## config.mk

```make
export PLATFORM = sky130hd
export DESIGN_NAME = seg_scan_controller_flat
export DESIGN_NICKNAME = d
export VERILOG_FILES = /design/src/rtl/seg_scan_if.sv /design/src/rtl/seg_scan_controller.sv /design/src/flat_wrapper.sv
export SDC_FILE = /design/constraint.sdc
export NUM_CORES = 1
export LEC_CHECK = 0
export BUFFER_PORTS_ARGS = -buffer_cell sky130_fd_sc_hd__buf_2
export CAP_MARGIN = 20
export CORE_ASPECT_RATIO = 1.2
export CORE_MARGIN = 2
export CORE_UTILIZATION = 50
export DETAILED_ROUTE_END_ITERATION = 7
export PLACE_DENSITY = 0.73
export SETUP_SLACK_MARGIN = 0.1
export SYNTH_ARGS = -nofsm -noshare
export SYNTH_HDL_FRONTEND = slang
export SYNTH_SLANG_ARGS = --single-unit
```

## constraint.sdc

```tcl
create_clock -name clk -period 1.6 [get_ports clk]
set_input_delay 0.24 -clock clk [delete_from_list [all_inputs] [get_ports clk]]
set_output_delay 0.24 -clock clk [all_outputs]
set_load 0.005 [all_outputs]
```

## src/rtl/seg_scan_if.sv

```systemverilog
// Display scan controller bus: write port for the pending buffer and the
// anode/segment outputs toward the display.
interface seg_scan_if;
    localparam int unsigned DATA_W = 16;
    localparam int unsigned DIG_N  = 4;

    logic              run;
    logic              wr_en;
    logic [DATA_W-1:0] wr_data;
    logic [DIG_N-1:0]  wr_dp;
    logic [DIG_N-1:0]  wr_blank;
    logic [DIG_N-1:0]  an;
    logic [3:0]        digit;
    logic              dp_n;
    logic              frame_done;
    logic              pending;

    modport master (
        output run, wr_en, wr_data, wr_dp, wr_blank,
        input  an, digit, dp_n, frame_done, pending
    );

    modport slave (
        input  run, wr_en, wr_data, wr_dp, wr_blank,
        output an, digit, dp_n, frame_done, pending
    );
endinterface

```

## src/rtl/seg_scan_controller.sv

```systemverilog
// Four-digit 7-segment scan controller with dead-time blanking and a
// double-buffered display register committed only at frame boundaries.
module seg_scan_controller #(
    parameter int unsigned DEAD_CYCLES = 4,
    parameter int unsigned ON_CYCLES   = 16
) (
    input  logic      clk,
    input  logic      reset,
    seg_scan_if.slave bus
);
    localparam int unsigned CNT_W = 16;
    localparam int unsigned IDX_W = 2;
    localparam logic [CNT_W-1:0] DEAD_LAST = CNT_W'(DEAD_CYCLES - 1);
    localparam logic [CNT_W-1:0] ON_LAST   = CNT_W'(ON_CYCLES - 1);
    localparam logic [IDX_W-1:0] IDX_FIRST = IDX_W'(3);
    localparam logic [IDX_W-1:0] IDX_LAST  = IDX_W'(0);

    typedef enum logic {ST_BLANK, ST_ON} state_t;

    typedef struct packed {
        logic [15:0] data;
        logic [3:0]  dp;
        logic [3:0]  blank;
    } disp_t;

    state_t           state_q, state_d;
    logic [IDX_W-1:0] idx_q, idx_d;
    logic [CNT_W-1:0] cnt_q, cnt_d;
    disp_t            sh_q, sh_d;
    disp_t            pd_q, pd_d;
    logic             pend_q, pend_d;
    logic             fdone_q, fdone_d;

    logic [3:0]       an_c;
    logic             dp_n_c;

    // State register with synchronous active-low reset.
    always_ff @(posedge clk) begin
        if (!reset) begin
            state_q <= ST_BLANK;
            idx_q   <= IDX_FIRST;
            cnt_q   <= '0;
            sh_q    <= '0;
            pd_q    <= '0;
            pend_q  <= 1'b0;
            fdone_q <= 1'b0;
        end else begin
            state_q <= state_d;
            idx_q   <= idx_d;
            cnt_q   <= cnt_d;
            sh_q    <= sh_d;
            pd_q    <= pd_d;
            pend_q  <= pend_d;
            fdone_q <= fdone_d;
        end
    end

    // Slot sequencing, frame commit and pending-buffer writes.
    always_comb begin
        state_d = state_q;
        idx_d   = idx_q;
        cnt_d   = cnt_q;
        sh_d    = sh_q;
        pd_d    = pd_q;
        pend_d  = pend_q;
        fdone_d = 1'b0;

        if (!bus.run) begin
            state_d = ST_BLANK;
            idx_d   = IDX_FIRST;
            cnt_d   = '0;
        end else begin
            unique case (state_q)
                ST_BLANK: begin
                    if (cnt_q == DEAD_LAST) begin
                        state_d = ST_ON;
                        cnt_d   = '0;
                    end else begin
                        cnt_d = cnt_q + CNT_W'(1);
                    end
                end
                ST_ON: begin
                    if (cnt_q == ON_LAST) begin
                        state_d = ST_BLANK;
                        cnt_d   = '0;
                        idx_d   = idx_q - IDX_W'(1);
                        // Leaving digit 0 closes the frame: commit the pending set.
                        if (idx_q == IDX_LAST) begin
                            fdone_d = 1'b1;
                            if (pend_q) begin
                                sh_d   = pd_q;
                                pend_d = 1'b0;
                            end
                        end
                    end else begin
                        cnt_d = cnt_q + CNT_W'(1);
                    end
                end
                default: state_d = ST_BLANK;
            endcase
        end

        // A write always lands in the pending set, even in the commit cycle.
        if (bus.wr_en) begin
            pd_d   = '{data: bus.wr_data, dp: bus.wr_dp, blank: bus.wr_blank};
            pend_d = 1'b1;
        end
    end

    // Anode and decimal-point decode from registered state only.
    always_comb begin
        an_c   = 4'hF;
        dp_n_c = 1'b1;
        if (state_q == ST_ON && !sh_q.blank[idx_q]) begin
            an_c[idx_q] = 1'b0;
            dp_n_c      = ~sh_q.dp[idx_q];
        end
    end

    assign bus.an         = an_c;
    assign bus.dp_n       = dp_n_c;
    assign bus.digit      = sh_q.data[{idx_q, 2'b00} +: 4];
    assign bus.frame_done = fdone_q;
    assign bus.pending    = pend_q;

endmodule

```

## src/flat_wrapper.sv

```systemverilog
// flat-port wrapper written by rule: the top's interface ports become plain ports
module seg_scan_controller_flat 
#(
    parameter int unsigned DEAD_CYCLES = 4,
    parameter int unsigned ON_CYCLES   = 16
)
  (clk, reset, bus_run, bus_wr_en, bus_wr_data, bus_wr_dp, bus_wr_blank, bus_an, bus_digit, bus_dp_n, bus_frame_done, bus_pending);
  seg_scan_if bus_i ();
  input  logic clk;
  input  logic reset;
  input wire logic [$bits(bus_i.run)-1:0] bus_run;
  input wire logic [$bits(bus_i.wr_en)-1:0] bus_wr_en;
  input wire logic [$bits(bus_i.wr_data)-1:0] bus_wr_data;
  input wire logic [$bits(bus_i.wr_dp)-1:0] bus_wr_dp;
  input wire logic [$bits(bus_i.wr_blank)-1:0] bus_wr_blank;
  output wire logic [$bits(bus_i.an)-1:0] bus_an;
  output wire logic [$bits(bus_i.digit)-1:0] bus_digit;
  output wire logic [$bits(bus_i.dp_n)-1:0] bus_dp_n;
  output wire logic [$bits(bus_i.frame_done)-1:0] bus_frame_done;
  output wire logic [$bits(bus_i.pending)-1:0] bus_pending;
  assign bus_i.run = bus_run;
  assign bus_i.wr_en = bus_wr_en;
  assign bus_i.wr_data = bus_wr_data;
  assign bus_i.wr_dp = bus_wr_dp;
  assign bus_i.wr_blank = bus_wr_blank;
  assign bus_an = bus_i.an;
  assign bus_digit = bus_i.digit;
  assign bus_dp_n = bus_i.dp_n;
  assign bus_frame_done = bus_i.frame_done;
  assign bus_pending = bus_i.pending;
  seg_scan_controller #(.DEAD_CYCLES(DEAD_CYCLES), .ON_CYCLES(ON_CYCLES)) u_core (.clk(clk), .reset(reset), .bus(bus_i));
endmodule
```

==> metrics.md <==
| Metric | Value |
|---|---|
| Place WS | 0.00108 ns |
| Area leader, netlist | dfxtp_1 |
| Share of cells above drive strength 1 | 48.9% |
| Post-Synth Adder-Cell Area | 2.03% |
| RePlAce Congestion | 0.824 |
| Number of diodes | 0 |
| Maxcap violations | 0 |
| Root Buffer | clkbuf_8 |
| Worst hold path type | in2reg |
| Syn Nets | 350 |
| Final setup margin | -0.268 ns |
| Post-synthesis mux area share | 12.2% |
| Inst Count DP | 439 |
| CTS tree | done |
| Hold buffers post-CTS | 0 |
| Pwr Total | 3.37 mW |
| Core area | 6010 sq um |
| Buffers & Inverters on Critical Path | 1 |
| Count of input and output buffers | 38 |
| Status | finished with violations |
| Top cells by count, synth | dfxtp_1, nand3_1, nor2_1, o21ai_0 |
| CP top delay family | multiplexers |
| Die ar. | 6820 sq um |
| Most area-consuming cells after synthesis | dfxtp_1, mux2i_1, nand3_1 |
| Logic pwr share | 5.8% |
| Slew margin rel. | 74.8% |
| Syn Inst Count | 317 |
| Post-synthesis xor/xnor area fraction | 3.97% |
| Worst Path Max Fanout | 5 |
| Final period util | 117% |
| Sequential cell area | 1400 sq um |
| Largest net degree at the start of global routing | 47 |
| CP peak stage delay | 0.55 ns |
| Largest family of logic cells by synthesized area | simple AND/OR/NAND/NOR gates |
| First-pass GRT wire length | 12.2 mm |
| Worst EP arrival | 1.63 ns |
| Crit. End Element | output pin |
| Seq cells post-synth | 69 |
| Placed cell area | 3470 sq um |
| Failing checks | setup timing |
| Vias in the first global route | 2587 |
| WL per Instance | 19.1 microns |
| Initial core utilization | 51.4% |
| Clock-pin transition on the worst setup and hold timing paths | 0.07 ns |
| CTS sink count | 69 |
| Fin area | 4370 sq um |
| Switch Pwr | 767 uW |
| Crit-path cells | mux4_2 -> nor2_4 -> nand2_1 -> buf_2 |
| Asr flop ratio synth | 0% |
| Synth Warn # | 0 |
| Minimum clock period | 1.87 ns |
| Reg power frac | 53.0% |
| Nets | 425 |
| Syn-to-layout area delta | 41.5% |
| Hold_ws | 0.137 ns |
| WL final | 9.10 mm |
| Multi-input logic area | 1960 sq um |
| DP HPWL | 4.61 mm |
| Final hold vios | 0 |
| Worst-Skew Late Latency | 0.36 ns |
| R2R setup slack | -0.15 ns |
| Post-Syn Area | 3090 sq um |
| Util after Layout | 72.7% |
| Most numerous cell in the Yosys netlist | dfxtp_1 |
| Number of synthesized flops with an enable pin | 0 |
| Worst Max-Slew Pin Slew | 0.379 ns |
| CP startpoint kind | flip-flop |
| Via density | 5.74 |
| Final cell count without fillers | 477 |
| FMAX | 535 MHz |
| VDD IR max | 558 uV |
| Total Neg Setup Slack | -4.34 ns |
| TritonCTS Buffers | 9 |
| Share of the yosys chip area belonging to registers | 44.7% |
| Share of the synthesized area in the top cell type | 44.7% |
| Cell variety after synth | 28 |
| Pwr Density | 771 nW/um^2 |
| Int Pwr | 2.60 mW |
| Remaining Overflow, GRT | 0 |
| CTS Buffer Depth | 2 |
| Initial antenna violation count | 0 |
| Clk pwr share | 41.1% |
| Fill cells | 376 |
| Top FF cell, synth | dfxtp_1 |
| I/O pins | 39 |
| Vias | 2739 |
| Total number of H-tree levels | 3 |
| Clk_skew | 0.00892 ns |
| Post-Synth Simple-Gate Area | 20.7% |
| Syn_area_per_cell | 9.74 sq um |
| GRT Resource Usage Total | 23.6% |
| CP max stage cell | mux4_2 |
| Drt pass-1 iters | 5 |
| DRT antenna net count | 0 |
| Final Setup Violations | 39 |
| Max Slew Vio Count | 0 |
| Switching Share | 22.8% |
| Static Leak | 1.61 nW |
| Die W | 75.7 microns |
| Site Rows | 31 |
| RSZ-0062 raised after global routing | true |
| Required time of the critical path | 1.36 ns |
| CP Class | reg2out |
| DRT iter0 DRCs | 218 |
| Synth Area in Compound Gates | 11.5% |
| Drc violations | 0 |
| Die Ht | 90.1 microns |
-- state kept, by name, indices dropped and copies added (netlist names) --
signal and count:
u_core.bus.frame_done 1, u_core.idx_q 2, u_core.bus.pending 1, u_core.sh_q 24, u_core.cnt_q 16, u_core.pd_q 24, u_core.state_q 1
-- power groups by stage --
stage               combinational, mW  sequential [mW]  clock (mW)
global route                    0.213             1.79        1.48
CTS                             0.179             1.78        1.37
global placement                0.165             1.82           0
finish                          0.197             1.79        1.39
detailed placement              0.171             1.82           0
floorplan                       0.108             1.81           0
-- cells by family after synthesis --
group,after synthesis
AO/OA/AOI/OAI,56
XOR/XNOR,14
adder cells (fa/ha/maj),5
buffers and inverters,28
flip-flops,69
multiplexers,30
AND/OR/NAND/NOR,115
-- path summary, 6_finish.rpt --
kind,from,to,cells after the start
hold / removal,bus_wr_data[8],u_core.pd_q[16]$_SDFFE_PN0P_,3
hold reg to reg,u_core.sh_q[2]$_SDFFE_PN0P_,u_core.sh_q[2]$_SDFFE_PN0P_,2
setup reg to reg,u_core.cnt_q[6]$_SDFF_PN0_,u_core.cnt_q[15]$_SDFF_PN0_,7
setup / recovery,u_core.idx_q[0]$_SDFFE_PN1P_,bus_an[3],4
-- cells in the final DEF (no fill, tap or decap), types with 4 or more instances in the layout --
cell and instances:
nor2_1 10, inv_1 6, a21boi_2 8, buf_8 5
clkbuf_8 10, nand2_1 10, buf_2 38, nand4_1 7
nor2_2 7, nand3_1 10, mux4_2 6, o21ai_2 18
nand3_2 21, mux2i_1 24, buf_6 13, nor3_1 4
dfxtp_1 62, nor2b_1 24, o21ai_4 5, nor2_4 8
buf_4 25, xnor2_1 13, dfxtp_2 4, a21boi_1 17
-- worst register-to-register path, cell delays in order (launching register included) --
cell and delay [ns]:
dfxtp_4 0.36, nor4_4 0.29, buf_4 0.18, buf_6 0.10, nand4_1 0.19, o21bai_4 0.27, buf_8 0.19, nor2_4 0.04
-- layer usage --
layer | vias up | track usage, % | routed length, microns | part of all wire, %
met3 | 23 | 3.70 | 445 | 4.9
met4 | 0 | 14.9 | 263 | 2.9
li1 | 1274 | - | - | -
met1 | 1336 | 29.5 | 3570 | 39
met2 | 106 | 36.6 | 4820 | 53
met5 | - | 0 | 0 | 0
-- area by class of cell --
| cell class | count | share of cell area (%) |
|---|---|---|
| Tap cell | 82 | 2.35 |
| Clock inverter | 2 | 0.802 |
| Timing Repair Buffer | 86 | 16.3 |
| Multi-Input combinational cell | 220 | 44.7 |
| Clock buffer | 12 | 3.32 |
| Sequential cell | 69 | 32.0 |
| Inverter | 6 | 0.515 |
-- repair_timing --
action                                 4_1_cts  5_1_grt
pin swaps                                   20       38
cloned                                       6        2
setup buffers                                9        7
gates resized for setup                     73       92
endpoints found under the hold margin        0        0
setup endpoints to repair                   47       54
(Power assumes the default switching activity.)
